==> src/rtl/bp_me_burst_sink_arbiter.sv <==
`default_nettype none
// +----------------------------------------------------------------------------+
// | Module      : bp_me_burst_sink_arbiter                                     |
// | Description : Locking round-robin arbiter for one BedRock burst sink that  |
// |               is shared by num_source_p sources. A source wins on its      |
// |               header and keeps the grant until its last data beat.         |
// |               Optional feature macro: BP_ME_BURST_ARB_HOLD_LIMIT_EN        |
// |               (sticky hold_timeout_o after 255 stalled locked cycles).     |
// | Revision    : 1.0 - initial release                                        |
// +----------------------------------------------------------------------------+
module bp_me_burst_sink_arbiter #(
  parameter int num_source_p = 4,
  localparam int lg_num_source_lp = (num_source_p > 1) ? $clog2(num_source_p) : 1
) (
  input  logic                        clk_i,
  input  logic                        reset_n_i,
  input  logic [num_source_p-1:0]     src_header_v_i,
  input  logic [num_source_p-1:0]     src_has_data_i,
  output logic [num_source_p-1:0]     src_header_yumi_o,
  input  logic [num_source_p-1:0]     src_data_v_i,
  input  logic [num_source_p-1:0]     src_last_i,
  output logic [num_source_p-1:0]     src_data_yumi_o,
  output logic                        sink_header_v_o,
  input  logic                        sink_header_ready_and_i,
  output logic                        sink_data_v_o,
  input  logic                        sink_data_ready_and_i,
  output logic [num_source_p-1:0]     grant_one_hot_o,
  output logic [lg_num_source_lp-1:0] grant_id_o,
  output logic                        busy_o,
  output logic                        hold_timeout_o
);

  typedef enum logic [0:0] {
    e_ready = 1'b0,
    e_data  = 1'b1
  } state_e;

  state_e                       state, state_nxt;
  logic [lg_num_source_lp-1:0]  rr_ptr, rr_nxt;
  logic [lg_num_source_lp-1:0]  lock_id, lock_nxt;

  logic                         found;
  logic [lg_num_source_lp-1:0]  search_id;
  logic [lg_num_source_lp:0]    cand_sum;

  logic [num_source_p-1:0]      hdr_yumi, dat_yumi, grant_oh;
  logic [lg_num_source_lp-1:0]  grant_id;
  logic                         hdr_v, dat_v;

  // Advance a source index by one, wrapping N-1 back to 0.
  function automatic logic [lg_num_source_lp-1:0] wrap_inc(input logic [lg_num_source_lp-1:0] v);
    if (v == lg_num_source_lp'(num_source_p - 1)) return '0;
    else return v + 1'b1;
  endfunction

  // Round-robin search: first valid header at or above the pointer, wrapping.
  always_comb begin
    found     = 1'b0;
    search_id = '0;
    cand_sum  = '0;
    for (int i = 0; i < num_source_p; i++) begin
      cand_sum = {1'b0, rr_ptr} + (lg_num_source_lp+1)'(i);
      if (cand_sum >= (lg_num_source_lp+1)'(num_source_p))
        cand_sum = cand_sum - (lg_num_source_lp+1)'(num_source_p);
      if (!found && src_header_v_i[cand_sum[lg_num_source_lp-1:0]]) begin
        found     = 1'b1;
        search_id = cand_sum[lg_num_source_lp-1:0];
      end
    end
  end

  // Next-state, pointer/lock update and handshake outputs.
  always_comb begin
    state_nxt = state;
    rr_nxt    = rr_ptr;
    lock_nxt  = lock_id;
    grant_id  = '0;
    grant_oh  = '0;
    hdr_v     = 1'b0;
    dat_v     = 1'b0;
    hdr_yumi  = '0;
    dat_yumi  = '0;
    case (state)
      e_ready: begin
        hdr_v = |src_header_v_i;
        if (found) begin
          grant_id           = search_id;
          grant_oh[search_id] = 1'b1;
        end
        if (hdr_v && sink_header_ready_and_i) begin
          hdr_yumi[search_id] = 1'b1;
          if (src_has_data_i[search_id]) begin
            // Pointer holds until the burst completes so the grant is stable.
            lock_nxt  = search_id;
            state_nxt = e_data;
          end else begin
            rr_nxt = wrap_inc(search_id);
          end
        end
      end
      e_data: begin
        grant_id          = lock_id;
        grant_oh[lock_id] = 1'b1;
        dat_v             = src_data_v_i[lock_id];
        if (dat_v && sink_data_ready_and_i) begin
          dat_yumi[lock_id] = 1'b1;
          if (src_last_i[lock_id]) begin
            state_nxt = e_ready;
            rr_nxt    = wrap_inc(lock_id);
          end
        end
      end
      default: state_nxt = e_ready;
    endcase
  end

  // State, round-robin pointer and lock register.
  always_ff @(posedge clk_i or negedge reset_n_i) begin
    if (!reset_n_i) begin
      state   <= e_ready;
      rr_ptr  <= '0;
      lock_id <= '0;
    end else begin
      state   <= state_nxt;
      rr_ptr  <= rr_nxt;
      lock_id <= lock_nxt;
    end
  end

  // Outputs forced low while reset is held, independent of the clock.
  assign src_header_yumi_o = reset_n_i ? hdr_yumi : '0;
  assign src_data_yumi_o   = reset_n_i ? dat_yumi : '0;
  assign sink_header_v_o   = reset_n_i & hdr_v;
  assign sink_data_v_o     = reset_n_i & dat_v;
  assign grant_one_hot_o   = reset_n_i ? grant_oh : '0;
  assign grant_id_o        = reset_n_i ? grant_id : '0;
  assign busy_o            = reset_n_i & (state == e_data);

`ifdef BP_ME_BURST_ARB_HOLD_LIMIT_EN
  logic [7:0] hold_cnt;
  logic       hold_to;

  // Count stalled cycles of the current lock; flag sticks once 255 is reached.
  always_ff @(posedge clk_i or negedge reset_n_i) begin
    if (!reset_n_i) begin
      hold_cnt <= '0;
      hold_to  <= 1'b0;
    end else begin
      if (state == e_ready)
        hold_cnt <= '0;
      else if (!dat_v && hold_cnt != 8'd255)
        hold_cnt <= hold_cnt + 8'd1;
      if (state == e_data && !dat_v && hold_cnt == 8'd254)
        hold_to <= 1'b1;
    end
  end

  assign hold_timeout_o = hold_to;
`else
  assign hold_timeout_o = 1'b0;
`endif

endmodule
`default_nettype wire

==> config.mk <==
export PLATFORM = sky130hd
export DESIGN_NAME = bp_me_burst_sink_arbiter
export DESIGN_NICKNAME = d
export VERILOG_FILES = /design/src/rtl/bp_me_burst_sink_arbiter.sv
export SDC_FILE = /design/constraint.sdc
export NUM_CORES = 1
export LEC_CHECK = 0
export CAP_MARGIN = 20
export CORE_ASPECT_RATIO = 0.75
export CORE_MARGIN = 1.5
export CORE_UTILIZATION = 43
export DETAILED_ROUTE_END_ITERATION = 6
export HOLD_SLACK_MARGIN = 0.12
export PLACE_DENSITY = 0.88
export SLEW_MARGIN = 10
export SYNTH_ARGS = -nofsm -noshare
export SYNTH_HDL_FRONTEND = slang
export SYNTH_SLANG_ARGS = --single-unit
==> constraint.sdc <==
create_clock -name clk_i -period 4.4 [get_ports clk_i]
set_clock_uncertainty 0.2 [all_clocks]
set_input_delay 1.1 -clock clk_i [delete_from_list [all_inputs] [get_ports clk_i]]
set_output_delay 1.1 -clock clk_i [all_outputs]
set_load 0.005 [all_outputs]
-- Word-level counts from Yosys, hierarchy flattened
Index checks and enable logic that the tools add are counted.
- output and inout bits: 18
- logic and storage cells: 103
- flip-flop bits (word level): 5
- input bits: 20
- bitwise operators: 4
- reductions and logical operators: 13
- $lt $le $gt $ge: 12
- mux-type cells: 56
- $add $sub $neg: 9
- eq/ne operators: 6
- operators by type and width (operator ; number):
    $mux 2 ; 16
    $mux 4 ; 8
    $mux 1 ; 19
    $lt 2x3->1 const B ; 6
    $bmux 1 s2 ; 7
    $ge 3x3->1 const B ; 3
    $pmux 2 s2 ; 2
    $pmux 4 s2 ; 1
    $sub 2x1->2 const B ; 4
    $logic_and 1x1->1 ; 7
    $add 2x2->3 const B ; 2
    $add 2x1->2 const B ; 2
    $demux 1 s2 ; 2
    $eq 2x2->1 const B ; 2
    $ge 2x1->1 const B ; 2
    $ne 2x1->1 const B ; 2
    $ne 2x2->1 const B ; 2
    $reduce_and 4->1 ; 1
    $reduce_or 4->1 ; 1
    $add 2x1->3 const B ; 1
    $and 1x1->1 ; 3
    $ge 2x3->1 const B ; 1
    $logic_not 1->1 ; 3
    $reduce_and 3->1 ; 1
    other kinds (2) ; 2

-- Longest topological paths before layout
Gate-level depths: netlist of the first run.
- depth after elaboration: 21
- depth in mapped cells: 7
- mapped depth without buffers: 7

-- Least setup slack after synthesis of the first run
OpenSTA, ideal clock, no wires.
- path type: input -> output
- start point: in src_header_v_i[3]
- end point: out src_header_yumi_o[0]
- path buffers: 0
- slack: 1004 ps
- required time: 3100 ps
- cell stages on the path: 6
- arrival time: 2096 ps
- cell sequence: nor2b_1 o21a_1 nor3_4 inv_4 ha_1 and3_1
- word-level cells in the longest chain between the ends: 19
- elaborated cells between the ends (all ways): 31
- those cells by class: 2 x order compare; 20 x mux; 9 x reduce/logical
- RTL lines (what ; line ; text):
    start: declaration ; 17 ; input logic [num_source_p-1:0] src_header_v_i,
    $bmux 1 s2 ; 65 ; if (!found && src_header_v_i[cand_sum[lg_num_source_lp-1:0]]) begin
    $mux 1 (implied by the code) ; 65 ;
    $mux 1 ; 65 ;
    $logic_not 1->1 ; 65 ;
    $logic_and 1x1->1 ; 65 ;
    $mux 1 ; 65 ;
    $logic_not 1->1 ; 65 ;
    $logic_and 1x1->1 ; 65 ;
    [4 not listed] ; -- ;
    via search_id[0] ; 43 ; logic [lg_num_source_lp-1:0] search_id;
    $lt 2x3->1 (implied by the code) / $ge 2x1->1 (equally long branches) ; 91 ; hdr_yumi[search_id] = 1'b1;
    $logic_and 1x1->1 (implied by the code) ; 91 ;
    $mux 1 (implied by the code) ; 91 ;
    $demux 1 s2 * ; 91 ;
    $mux 4 * ; 90 ; if (hdr_v && sink_header_ready_and_i) begin
    $mux 4 * ; 83 ; case (state)
    $mux 4 * ; 131 ; assign src_header_yumi_o = reset_n_i ? hdr_yumi : '0;
    end: declaration ; 19 ; output logic [num_source_p-1:0] src_header_yumi_o,
Mark *: on every way through the listed nets, which the timed path passes. The rest lies on a longest branch. The select of a mux whose other input is x is not followed.

-- Final worst setup path of the first run
- start point: in src_header_v_i[2]
- end point: out src_header_yumi_o[0]
Same word-level chain as after synthesis.

==> results of run 1 <==
## layout make-up
type,count,area [µm²]
multi-input cells,75,608
repair buffers,44,430
fillers,108,324
flip-flops and latches,5,125
clock buffers,4,26.3
well taps,21,26.3
inverters,5,21.3
## registers in the layout, summed over array words and instances (netlist names)
register / cells
rr_ptr: 2
state: 1
lock_id: 2
## power breakdown
group | internal [µW] | switching (µW) | total [µW]
logic | 251 | 196 | 447
registers | 70.5 | 47.0 | 118
clock network | 34.1 | 15.9 | 50.0
## worst max path at each step
stage                                end  depth (start not counted)
floorplan           src_header_yumi_o[0]                          6
global route          grant_one_hot_o[2]                         10
finish              src_header_yumi_o[0]                          9
CTS                 src_header_yumi_o[0]                          8
detailed placement  src_header_yumi_o[0]                          8
global placement    src_header_yumi_o[0]                          8
## layout by cell type, fill, tap and decap left out, drive strengths merged
master          n
conb            1
nor2b           1
o21a            1
nand2          18
a21boi          1
o21ai           2
clkbuf          4
a21o            1
mux2i           2
nand3b          1
buf             8
nor3            1
and3            4
dfrtp           5
and2            4
o311ai          1
a22o            1
clkdlybuf4s50  34
mux4            2
o2111ai         1
and4b           1
a21oi           2
nand4           1
o221a           1
ha              8
nor4            1
nand4bb         1
inv             5
mux2            4
dlygate4sd2     2
nor2            8
nand2b          2
nand3           3
o221ai          1
## stage by stage
stage | worst slack (ns) | instances | setup TNS, ns | total power [µW] | hold WS (ns)
finish | 0.0851 | 154 | 0 | 615 | 0.416
detailed placement | -0.0797 | 150 | -0.252 | 558 | 0.401
global route | 0.00419 | 154 | 0 | 659 | 0.433
CTS | 0.0364 | 154 | 0 | 612 | 0.409
global placement | 0.0102 | 150 | 0 | 541 | 0.368
floorplan | 1.00 | 88 | 0 | 361 | 0.319
## timing repair
item / CTS / global route
hold buffers: 0 / 0
gates resized for setup: 2 / 2
setup endpoints to repair: 9 / 5
## critical path: stages
cell and delay [ns]:
sky130_fd_sc_hd__clkdlybuf4s50_1 0.57, sky130_fd_sc_hd__nand2b_1 0.10, sky130_fd_sc_hd__a21oi_2 0.19, sky130_fd_sc_hd__nor3_4 0.06
sky130_fd_sc_hd__buf_12 0.14, sky130_fd_sc_hd__inv_4 0.06, sky130_fd_sc_hd__ha_1 0.15, sky130_fd_sc_hd__and3_1 0.15
sky130_fd_sc_hd__clkdlybuf4s50_1 0.49
## cells by family after synthesis
kind of cell,count (synthesis),synth area share (%)
AO/OA/AOI/OAI,12,15.5
buffers and inverters,8,4.78
adder cells (fa/ha/maj),8,13.2
AND/OR/NAND/NOR,46,34.6
multiplexers,8,15.0
flip-flops,5,16.5
other,1,0.494
## routing by layer
metal | up-vias | GRT usage (%) | routed length (µm)
met3 | 0 | 2.67 | 113
met4 | 0 | 7.89 | 0
met1 | 378 | 29.1 | 936
met2 | 32 | 37.2 | 1030
li1 | 399 | - | -
met5 | - | 0 | 0
==> impl_summary.txt, run 1 <==
----------------------------------------------------
[Run status]
  Status ... complete, no violations

[Floorplanning]
  Core area ... 1560 µm²
  Width of the die ... 51.5 µm
  Area of the die ... 2030 µm²
  Initial Util ... 48.6%
  Cell Rows ... 12
  Io pins ... 38
  Die Y-Extent ... 39.4 µm

[Pwr]
  Power density over cell area ... 497 nW/µm²
  P_leak ... 0.000560 µW
  VDD IR max ... 402 µV

[Critical path]
  Worst Setup Start Kind ... input pin
  Register-to-Register Path Depth ... 7
  Required time of the critical path ... 3.10 ns
  Slack of the worst reg-to-reg path ... 1.95 ns
  Critical path startpoint ... src_header_v_i[2]
  Crit Path Max Fanout ... 6
  Arrival time at the worst endpoint ... 3.01 ns
  Setup Crit Path Kind ... input pin to output pin
  Endpoint of the lowest-slack register-to-register path ... rr_ptr[0]
  FF-to-FF Start ... rr_ptr[1]
  Critical Path End Type ... output pin

[Layout]
  Area of all placed cells without fillers ... 1240 µm²
  Layout cells sized above 1 ... 21.1%
  Synth-to-Final Area Change ... 62.9%
  Antenna Cells ... 0
  Final net count ... 162
  Post-Route Utilization ... 79.2%

[STA]
  Number of max-slew violations in the final report ... 0
  Setup Viol. Count Final ... 0
  Post-route fraction of the period consumed by the critical path ... 98.1%
  RSZ-0062 raised after global routing ... no
  Max Fclk ... 232 MHz
  Final hold vios ... 0
  Final Critical Period ... 4.31 ns

[Global route]
  GRT Resource Usage Total ... 22.0%
  First-pass GRT wire length ... 3180 µm
  Maximum number of pins on one net before global-route repair ... 11
  Global route overflow ... 0
  Number of antenna violations at the first check in global routing ... 0
  Via count of the first global-routing pass ... 715

[Min path]
  End point of the most critical hold path ... rr_ptr[0]
  Beginning of the worst hold path ... rr_ptr[0]
  Min-Delay Path Depth ... 1
  Class of the most critical hold timing path ... flip-flop to flip-flop

[Route]
  Via count ... 809
  DRC violations left ... 0
  Pre-antenna DRT Iters ... 4
  Antenna-violating nets left ... 0
  Mean routed wirelength per cell ... 13.5 µm
  Total length of routed wires ... 2080 µm
  DRT iter0 DRCs ... 18
  Detail-routed via count per cell ... 5.25

[Clock network]
  Clock tree from TritonCTS ... built
  Post-CTS setup buffer count ... 0
  Later-pin clock latency in the skew report ... 0.23 ns
  Number of buffers inserted during clock tree synthesis ... 3
  Register clock-pin slew on the reported worst setup and hold paths ... 0.04 ns
  Clk root buf ... sky130_fd_sc_hd__clkbuf_4
  Sinks on Clock Net ... 5
  Deepest clock path buffer count ... 2
  Clock H-tree levels ... 1

[Logic synthesis]
  Synthesis Warnings ... 0
  Area share of the leading cell type in the synthesized netlist ... 16.5%
  Post-synth ARST share ... 100%
  Register bit count reported by yosys ... 5
  Count leader, synth ... sky130_fd_sc_hd__nand2_1
  Register area share after synthesis ... 16.5%
  Netlist cell types ... 38
  Avg Synthesized Cell Area ... 8.63 µm²
  Number of cells produced by synthesis ... 88
  Dominant cells by area after synthesis ... sky130_fd_sc_hd__dfrtp_1 (16%), sky130_fd_sc_hd__ha_1 (13%), sky130_fd_sc_hd__nand2_1 (8.9%)
  Most frequent cells after synthesis ... sky130_fd_sc_hd__nand2_1 (18), sky130_fd_sc_hd__ha_1 (8), sky130_fd_sc_hd__nor2_1 (7)
  Post-synthesis cell type with the largest combined area ... sky130_fd_sc_hd__dfrtp_1
  Post-synthesis net count ... 116
  Syn Std Cell Area ... 759 µm²
  Post-synth EDFFs ... 0
  Flip-flop cell with the highest count after synthesis ... sky130_fd_sc_hd__dfrtp_1

[Run]
  Max cap viols ... 0

[Placed design]
  Area after detailed placement ... 1200 µm²
  DPL Wire Length ... 1750 µm
  # port buffers ... 36
  Routability Congestion ... 0.801

----------------------------------------------------
No activity file was read; power rests on OpenSTA's default activity.
==> inputs of run 2 (changes only) <==
Settings changed: CTS_CLUSTER_SIZE set to 16.
==> results of run 2 <==
Final layout, timing and power as in run 1 (identical DEF).
==> inputs of run 3 (changes only) <==
Settings changed: ABC_AREA set to 1, CORE_UTILIZATION 43 to 45, MAX_ROUTING_LAYER set to met4, PLACE_DENSITY 0.88 to 0.86.
==> impl_summary.txt, run 3 <==
----------------------------------------------------
[Run status]
  Status ... complete, no violations

[Route]
  DRT iter0 DRCs ... 38
  Pre-antenna DRT Iters ... 5
  DRC violations left ... 0
  Detail-routed via count per cell ... 4.94
  Mean routed wirelength per cell ... 11.9 µm
  Total length of routed wires ... 2830 µm
  Antenna-violating nets left ... 0
  Via count ... 1,181

[STA]
  Setup Viol. Count Final ... 0
  Final Critical Period ... 4.30 ns
  RSZ-0062 raised after global routing ... no
  Final setup slack of the worst path ... 0.103 ns
  Post-route fraction of the period consumed by the critical path ... 97.7%
  Number of max-slew violations in the final report ... 0
  Final hold vios ... 0
  Sum of negative setup slack ... 0 ns
  Max Fclk ... 233 MHz

[Critical path]
  Slack of the worst reg-to-reg path ... 2.13 ns
  Critical Path End Type ... output pin
  Slowest cell on the critical path ... sky130_fd_sc_hd__clkdlybuf4s50_1
  Setup Crit Path Kind ... input pin to output pin
  FF-to-FF Start ... rr_ptr[0]
  Critical Path, Cell by Cell ... clkdlybuf4s50_1, inv_1, nand2_2, nand3_1, nand2_2, inv_1, nand4_1, nand2_4, buf_4, ha_1, inv_1, o22ai_1, dlygate4sd2_1
  Register-to-Register Path Depth ... 14
  Crit path largest cell delay ... 0.47 ns
  Endpoint of the lowest-slack register-to-register path ... lock_id[0]
  Arrival time at the worst endpoint ... 3.00 ns
  Worst Setup Start Kind ... input pin
  Cell mode on critical path ... sky130_fd_sc_hd__inv_1
  Required time of the critical path ... 3.10 ns
  Crit Path Max Fanout ... 4

[Logic synthesis]
  Synthesis Warnings ... 0
  Syn Std Cell Area ... 958 µm²
  Register area share after synthesis ... 13.1%
  Post-synth EDFFs ... 0
  Post-synth ARST share ... 100%
  Post-synthesis cell type with the largest combined area ... sky130_fd_sc_hd__nand2_1
  Most frequent cells after synthesis ... sky130_fd_sc_hd__nand2_1 (50), sky130_fd_sc_hd__inv_1 (28), sky130_fd_sc_hd__nand2_2 (13), sky130_fd_sc_hd__nand3_1 (13), sky130_fd_sc_hd__nor2_1 (13)
  Register bit count reported by yosys ... 5
  Area share of the leading cell type in the synthesized netlist ... 19.6%
  Number of cells produced by synthesis ... 165
  Flip-flop cell with the highest count after synthesis ... sky130_fd_sc_hd__dfrtp_1
  Dominant cells by area after synthesis ... sky130_fd_sc_hd__nand2_1 (20%), sky130_fd_sc_hd__dfrtp_1 (13%), sky130_fd_sc_hd__inv_1 (11%)
  Netlist cell types ... 25
  Count leader, synth ... sky130_fd_sc_hd__nand2_1
  Post-synthesis net count ... 193
  Avg Synthesized Cell Area ... 5.81 µm²

[Clock network]
  Clock H-tree levels ... 1
  Hold-fix buffer count after cts ... 0
  Clock tree from TritonCTS ... built
  Number of buffers inserted during clock tree synthesis ... 3
  Clk root buf ... sky130_fd_sc_hd__clkbuf_4
  Sinks on Clock Net ... 5
  Later-pin clock latency in the skew report ... 0.24 ns
  Deepest clock path buffer count ... 2
  Register clock-pin slew on the reported worst setup and hold paths ... 0.05 ns

[Floorplanning]
  Initial Util ... 47.6%
  Io pins ... 38
  Width of the die ... 56.3 µm
  Core area ... 2010 µm²
  Area of the die ... 2420 µm²
  Cell Rows ... 14
  Die Y-Extent ... 43.0 µm

[Min path]
  Class of the most critical hold timing path ... flip-flop to flip-flop
  Min-Delay Path Depth ... 2
  End point of the most critical hold path ... rr_ptr[1]
  Beginning of the worst hold path ... rr_ptr[1]

[Layout]
  Most common cell after layout, fill and taps aside ... sky130_fd_sc_hd__nand2_1
  Layout Cells excl Fill ... 239
  Final net count ... 244
  Count of filler cells inserted in the layout ... 165
  Layout cells sized above 1 ... 25.1%
  Antenna Cells ... 0
  Regs by FF count ... lock_id x2, rr_ptr x2, state x1
  Area used by multi-input combinational logic ... 717 µm²
  Synth-to-Final Area Change ... 54.2%
  Storage element area ... 125 µm²
  Post-Route Utilization ... 73.4%
  Highest-count cells in the layout ignoring fill and taps ... sky130_fd_sc_hd__nand2_1 (47), sky130_fd_sc_hd__inv_1 (24), sky130_fd_sc_hd__clkdlybuf4s50_1 (24), sky130_fd_sc_hd__nand2_2 (16)

[Global route]
  Number of antenna violations at the first check in global routing ... 0
  First-pass GRT wire length ... 4600 µm
  GRT Resource Usage Total ... 24.9%
  Via count of the first global-routing pass ... 1,102
  Global route overflow ... 0
  Maximum number of pins on one net before global-route repair ... 12

[Placed design]
  DP Worst Slack ... -0.257 ns
  Routability Congestion ... 0.883
  Total placed cells including tap cells ... 235
  DPL Wire Length ... 2380 µm
  # port buffers ... 36

[Pwr]
  P_leak ... 0.000848 µW
  Post-route total power ... 1030 µW
  Power density over cell area ... 694 nW/µm²
  VDD IR max ... 615 µV

[Run]
  Max cap viols ... 0

----------------------------------------------------
==> run 3: report_power, final <==
part	switching [µW]	internal, µW	leakage (µW)
logic	490	363	0.000769
registers	53.6	67.8	0.0000619
clock network	18.4	32.8	0.0000177
total	562	463	0.000848
==> run 3: logic make-up after synthesis <==
group,Yosys count,synth area share (%)
and+or+nand+nor,103,51.8
other,1,0.391
DFF,5,13.1
buffers and inverters,34,15.5
adders and majority gates,8,10.4
AOI/OAI and AO/OA,14,8.75
==> run 3: stage by stage <==
step                      hold slack, ns  area [µm²]
after floorplan                    0.345         958
after global placement             0.418        1420
after detailed placement           0.431        1420
after CTS                          0.441        1440
after global routing               0.499        1480
final                              0.451        1480
==> run 3: worst max path at each step <==
stage / from / endpoint / slack [ns]
global route: src_header_v_i[0] / src_header_yumi_o[2] / 0.005
global placement: src_header_v_i[1] / grant_one_hot_o[3] / -0.19
CTS: src_header_v_i[3] / grant_one_hot_o[2] / 0.002
finish: src_header_v_i[2] / grant_one_hot_o[0] / 0.10
detailed placement: src_header_v_i[1] / grant_one_hot_o[3] / -0.26
floorplan: src_header_v_i[3] / grant_one_hot_o[3] / 0.79
==> run 3: final cells by class <==
class                           count  area share [%]
Clock inverter                      1           0.339
Clock buffer                        3            1.52
Multi-Input combinational cell    126            48.5
Timing Repair Buffer               49            30.6
Inverter                           31            8.55
Sequential cell                     5            8.47
Tap cell                           24            2.03
==> run 3: routing by layer <==
metal,part of all wire (%),global-route usage (%),wire length [µm]
met2,50,41.6,1410
met1,46,32.2,1300
met4,0,6.19,0
met3,4.3,3.05,122
met5,0,-,0
==> run 3: timing repair <==
action | 4_1_cts | 5_1_grt
setup endpoints to repair | 9 | 10
gates cloned | 0 | 0
setup buffers | 0 | 0
gates resized for setup | 9 | 21
pin swaps | 3 | 4
==> run 3: critical path: cells and delay by family <==
kind / cells / cell delay [ns]
AO/OA/AOI/OAI: 1 / 0.08
adder cells (fa/ha/maj): 1 / 0.19
buffers and inverters: 6 / 1.12
AND/OR/NAND/NOR: 5 / 0.53
